$ cat src/rtl/roi_seq_pkg.sv
// Shared definitions for the ROI scan sequencer.
//   roi_seq_state_t : sequencer FSM states (idle, running a scan, done pulse)
//   roi_seq_cnt_w() : width of the phase counter for given shift-register lengths
package roi_seq_pkg;

   typedef enum logic [1:0] {
      StIdle,
      StRun,
      StDone
   } roi_seq_state_t;

   function automatic int unsigned roi_seq_cnt_w(input int unsigned din_n,
                                                 input int unsigned dout_n);
      return $clog2(2 * din_n + dout_n + 1);
   endfunction

endpackage

$ cat src/rtl/roi_seq_sdo_sync.sv
// Two-flop synchronizer for the harness serial output when it comes back through a pad.
// Ports:
//   clk   : clock
//   rst_n : asynchronous active-low reset
//   d     : raw serial input
//   q     : input delayed by two clock cycles
module roi_seq_sdo_sync (
   input  logic clk,
   input  logic rst_n,
   input  logic d,
   output logic q
);

   logic meta_q;

   always_ff @(posedge clk or negedge rst_n) begin
      if (!rst_n) begin
         meta_q <= 1'b0;
         q      <= 1'b0;
      end else begin
         meta_q <= d;
         q      <= meta_q;
      end
   end

endmodule

$ cat src/rtl/roi_scan_seq.sv
// Serial scan sequencer for the ROI test harness. Shifts a parallel stimulus into the harness,
// strobes it into the ROI input register, waits DIN_N cycles, strobes the ROI result into the
// output shift register and shifts DOUT_N result bits back in.
// Optional feature macro: ROI_SEQ_SDO_SYNC_EN (adds a 2-flop synchronizer on sdo, which moves
// the sample window and done two cycles later).
// Ports:
//   clk     : single clock, shared with the harness
//   rst_n   : asynchronous active-low reset
//   start   : request, accepted only in idle
//   vec_in  : stimulus vector, sampled on the accepting edge
//   busy    : high from the accept edge until done
//   done    : one-cycle pulse, vec_out valid from this cycle on
//   vec_out : captured ROI result, held until the next done
//   sdi     : harness di
//   stb     : harness stb
//   sdo     : harness do
module roi_scan_seq
   import roi_seq_pkg::*;
#(
   parameter int unsigned DIN_N  = 256,
   parameter int unsigned DOUT_N = 256,
   parameter int unsigned CNT_W  = roi_seq_cnt_w(DIN_N, DOUT_N)
) (
   input  logic              clk,
   input  logic              rst_n,
   input  logic              start,
   input  logic [DIN_N-1:0]  vec_in,
   output logic              busy,
   output logic              done,
   output logic [DOUT_N-1:0] vec_out,
   output logic              sdi,
   output logic              stb,
   input  logic              sdo
);

   logic sdo_smp;

`ifdef ROI_SEQ_SDO_SYNC_EN
   localparam int unsigned Lat = 2;

   roi_seq_sdo_sync u_sdo_sync (
      .clk   (clk),
      .rst_n (rst_n),
      .d     (sdo),
      .q     (sdo_smp)
   );
`else
   localparam int unsigned Lat = 0;

   assign sdo_smp = sdo;
`endif

   // Last RUN cycle index; widen the counter if the synchronizer latency pushes past CNT_W.
   localparam int unsigned LastC = 2 * DIN_N + DOUT_N + Lat;
   localparam int unsigned MinW  = $clog2(LastC + 1);
   localparam int unsigned CntW  = (CNT_W > MinW) ? CNT_W : MinW;

   // stb is registered, so it is requested one cycle before the strobe cycle.
   localparam logic [CntW-1:0] StbLoadPre = CntW'(DIN_N - 1);
   localparam logic [CntW-1:0] StbCapPre  = CntW'(2 * DIN_N - 1);
   localparam logic [CntW-1:0] SmpFirst   = CntW'(2 * DIN_N + 1 + Lat);
   localparam logic [CntW-1:0] SmpLast    = CntW'(LastC);

   roi_seq_state_t    state_q, state_d;
   logic [CntW-1:0]   cnt_q, cnt_d;
   logic [DIN_N-1:0]  rot_q, rot_d;
   logic [DOUT_N-1:0] cap_q, cap_d;
   logic [DOUT_N-1:0] vec_out_d;
   logic              sdi_d, stb_d, busy_d, done_d;

   always_ff @(posedge clk or negedge rst_n) begin
      if (!rst_n) begin
         state_q <= StIdle;
         cnt_q   <= '0;
         rot_q   <= '0;
         cap_q   <= '0;
         vec_out <= '0;
         sdi     <= 1'b0;
         stb     <= 1'b0;
         busy    <= 1'b0;
         done    <= 1'b0;
      end else begin
         state_q <= state_d;
         cnt_q   <= cnt_d;
         rot_q   <= rot_d;
         cap_q   <= cap_d;
         vec_out <= vec_out_d;
         sdi     <= sdi_d;
         stb     <= stb_d;
         busy    <= busy_d;
         done    <= done_d;
      end
   end

   always_comb begin
      state_d   = state_q;
      cnt_d     = cnt_q;
      rot_d     = rot_q;
      cap_d     = cap_q;
      vec_out_d = vec_out;
      sdi_d     = 1'b0;
      stb_d     = 1'b0;
      busy_d    = busy;
      done_d    = 1'b0;

      unique case (state_q)
         StIdle: begin
            if (start) begin
               state_d = StRun;
               cnt_d   = '0;
               // sdi is registered: present the MSB now and keep rot one step ahead.
               sdi_d   = vec_in[DIN_N-1];
               rot_d   = {vec_in[DIN_N-2:0], vec_in[DIN_N-1]};
               busy_d  = 1'b1;
            end
         end
         StRun: begin
            cnt_d = cnt_q + 1'b1;
            sdi_d = rot_q[DIN_N-1];
            rot_d = {rot_q[DIN_N-2:0], rot_q[DIN_N-1]};
            stb_d = (cnt_q == StbLoadPre) || (cnt_q == StbCapPre);
            if (cnt_q >= SmpFirst) begin
               cap_d = {cap_q[DOUT_N-2:0], sdo_smp};
            end
            if (cnt_q == SmpLast) begin
               state_d   = StDone;
               cnt_d     = '0;
               sdi_d     = 1'b0;
               busy_d    = 1'b0;
               done_d    = 1'b1;
               vec_out_d = {cap_q[DOUT_N-2:0], sdo_smp};
            end
         end
         StDone: begin
            state_d = StIdle;
         end
         default: begin
            state_d = StIdle;
         end
      endcase
   end

endmodule
$ cat config.mk
export PLATFORM = sky130hd
export DESIGN_NAME = roi_scan_seq
export DESIGN_NICKNAME = d
export VERILOG_FILES = /design/src/rtl/roi_seq_pkg.sv /design/src/rtl/roi_seq_sdo_sync.sv /design/src/rtl/roi_scan_seq.sv
export SDC_FILE = /design/constraint.sdc
export NUM_CORES = 1
export LEC_CHECK = 0
export CELL_PAD_IN_SITES_DETAIL_PLACEMENT = 2
export CELL_PAD_IN_SITES_GLOBAL_PLACEMENT = 2
export CORE_ASPECT_RATIO = 1.2
export CORE_MARGIN = 2
export CORE_UTILIZATION = 38
export CTS_BUF_LIST = sky130_fd_sc_hd__clkbuf_8
export CTS_CLUSTER_SIZE = 8
export DETAILED_ROUTE_END_ITERATION = 12
export GPL_ROUTABILITY_DRIVEN = 0
export PLACE_DENSITY = 0.83
export SLEW_MARGIN = 20
export SYNTH_ARGS = -nofsm -noshare
export SYNTH_HDL_FRONTEND = slang
export SYNTH_SLANG_ARGS = --single-unit
$ cat constraint.sdc
create_clock -name clk -period 2.4 [get_ports clk]
set_clock_uncertainty 0.05 [all_clocks]
set_input_delay 0.36 -clock clk [delete_from_list [all_inputs] [get_ports clk]]
set_output_delay 0.36 -clock clk [all_outputs]
set_load 0.03 [all_outputs]
==> out/metrics.cfg <==
[status]
status=finished clean

[global_routing]
grt_max_degree=132
grt_pass1_vias=25017
grt_pass1_wl_um=163500
grt.total_usage=0.2567
antenna_found_initial=22
globalRouteOverflowTotal=0

[clock_tree]
cts_sinks=783
clkTransAtPathRegs_ns=0.06
htree_num_levels=4
clk_latency_ns=0.80
postCtsSetupRepairBufs=0
clk_path_buf_depth=3
cts_tree=yes
cts_root_buf=clkbuf_8
cts_buffers=136

[synth]
yosysTopAreaCell=dfrtp_1
synth_common_cells=dfrtp_1, mux2_2, nand2_1
synth_edf_count=0
netlist_area_mm2=0.03137
synthCells=2271
synth_nets=2534
yosys_most_used_dff=dfrtp_1
synth_area_leaders=dfrtp_1, mux2_2, mux2i_1
yosys_warnings=0
seq_area_frac_synth=0.6247
synthDistinctLibCells=41
synth_top_area_share=0.6247
syn_avg_cell_area_um2=13.81
ys_ff_latch=783
async_flop_share=1.000
yosysMostFrequentCell=dfrtp_1

[sta]
setup_viol=0
worst_hold_slack_ns=0.1542
fin_crit_ns=2.327
finalHoldViolations=0
fmax_mhz=429.7
rsz0062_at_grt=false
drv_slew=0
tightestPinTransition_ns=0.5335
min_period_over_period=0.9696
slew_headroom=0.6457
setup_tns_ns=0
worst_slack_ns=0.07289

[critical_path]
crit_chain=clkdlybuf4s50_1
cp.buffers_inverters=1
startpoint_type=register
cpPeakStageDelay_ns=0.70
critical_path_required_ns=1.99
end_kind=primary output
crit_family=buffers and inverters
cpMaxStageDelayCell=clkdlybuf4s50_1
path_class=register to primary output
path_max_fanout=2
arrival_ns=1.92

[place]
dp_hpwl_um=66470
port_buffers=519
pre_cts_slack_ns=0.1061

[cells_and_area]
fin_util=0.4973
drive_gt1_frac=0.2274
final_nets=3127
area_delta_synth_final_pct=29.80
fillCellCount=7725

[floorplanning]
initial_core_util=0.3831
fp.dieW_um=266.3
coreArea_mm2=0.08187
die_h_um=318.7
row_count=115
io_pins=520
dieArea_mm2=0.08487

[routing]
wirelength_um=107600
post_drt_wl_per_cell_um=26.79
first_pass_iters=5
vias=20952
drt_iter0_markers=843
drc=0
via_per_inst=5.217
ant_nets=0

[worst_hold_path]
hp-class=input port to register

[power]
powerDensity_mw_per_mm2=795.3
p_leak_nw=20.70
ir_drop_v=0.0005341

[job]
max-cap-violations=0

layout by cell type, fill, tap and decap left out, drive strengths merged, types with 5 or more instances in the layout:
master,instances
buf,77
clkbuf,160
clkdlybuf4s50,419
clkinv,5
dfrtp,783
diode,12
dlygate4sd2,92
dlymetal6s2s,7
inv,62
mux2,511
mux2i,255
nand2,266
nand3,5
o21ai,261
flip-flops by register name, summed over array words and instances (netlist names):
register  count
cnt_q        10
stb           1
cap_q       255
state_q       2
sdi           1
busy          1
done          1
rot_q       256
vec_out     256
per-layer routing:
layer | share of wire | routed length, um | track usage | vias to the layer above
met5 | 0.0015 | 164 | 0 | -
met4 | 0.031 | 3291 | 0.09338 | 24
met3 | 0.079 | 8459 | 0.09094 | 205
met2 | 0.52 | 55660 | 0.4521 | 614
met1 | 0.37 | 40020 | 0.2832 | 10963
li1 | - | - | - | 9146
worst min-delay path: stages:
cell	delay, ns
clkdlybuf4s50_1	0.40
mux2i_1	0.11
o21ai_0	0.07
worst paths after layout:
path | start | cells past startpoint | slack, ns | end
worst max-delay path | vec_out[80] | 1 | 0.07 | vec_out[80]
worst min-delay path | vec_in[209] | 3 | 0.15 | rot_q[210]
worst max register to register | cnt_q[0] | 7 | 0.10 | cap_q[164]
worst min register to register | busy | 1 | 0.42 | busy
max in group asynchronous | rst_n | 5 | 0.81 | vec_out[231]
min in group asynchronous | rst_n | 3 | 0.57 | vec_out[103]
where the power goes:
part / total [mW] / internal, mW / switching [mW] / leakage [nW]
clock network: 12.0 / 6.05 / 5.91 / 1.48
logic: 3.95 / 1.89 / 2.06 / 8.80
registers: 16.5 / 15.2 / 1.27 / 10.4
area by class of cell:
type	instances	area (um2)	share of cell area
multi-input cells	1341	11030	0.2709
repair buffers	597	6187	0.1520
flip-flops and latches	783	19590	0.4813
well taps	1053	1318	0.03236
clock inverters	65	321.6	0.007898
inverters	5	31.28	0.0007683
diodes	12	30.03	0.0007376
clock buffers	160	2202	0.05409
kinds of logic (layout without fill, tap and decap cells):
logic type / count (synthesis) / in the layout / synth area share
AND/OR/NAND/NOR: 293 / 293 / 0.03841
other: 0 / 12 / 0
flip-flops: 783 / 783 / 0.6247
buffers and inverters: 147 / 827 / 0.02465
AO/OA/AOI/OAI: 277 / 277 / 0.04567
XOR/XNOR: 2 / 2 / 0.0005586
multiplexers: 766 / 766 / 0.2648
adder cells (fa/ha/maj): 3 / 3 / 0.001197
metrics by stage:
stage,total power [mW],instance area (um2),std cells
after CTS,32.85,40640,4004
after global routing,34.11,40700,4012
final,32.38,40710,4016
after detailed placement,20.66,38190,3776
after global placement,20.07,38190,3776
after floorplan,18.53,31370,2271
timing repair:
item	4_1_cts	5_1_grt
hold endpoints to repair	507	0
hold buffers	3	0
setup endpoints to repair	92	42
gates resized for setup	92	11
cloned	0	0
No activity file was read; power rests on OpenSTA's default activity.
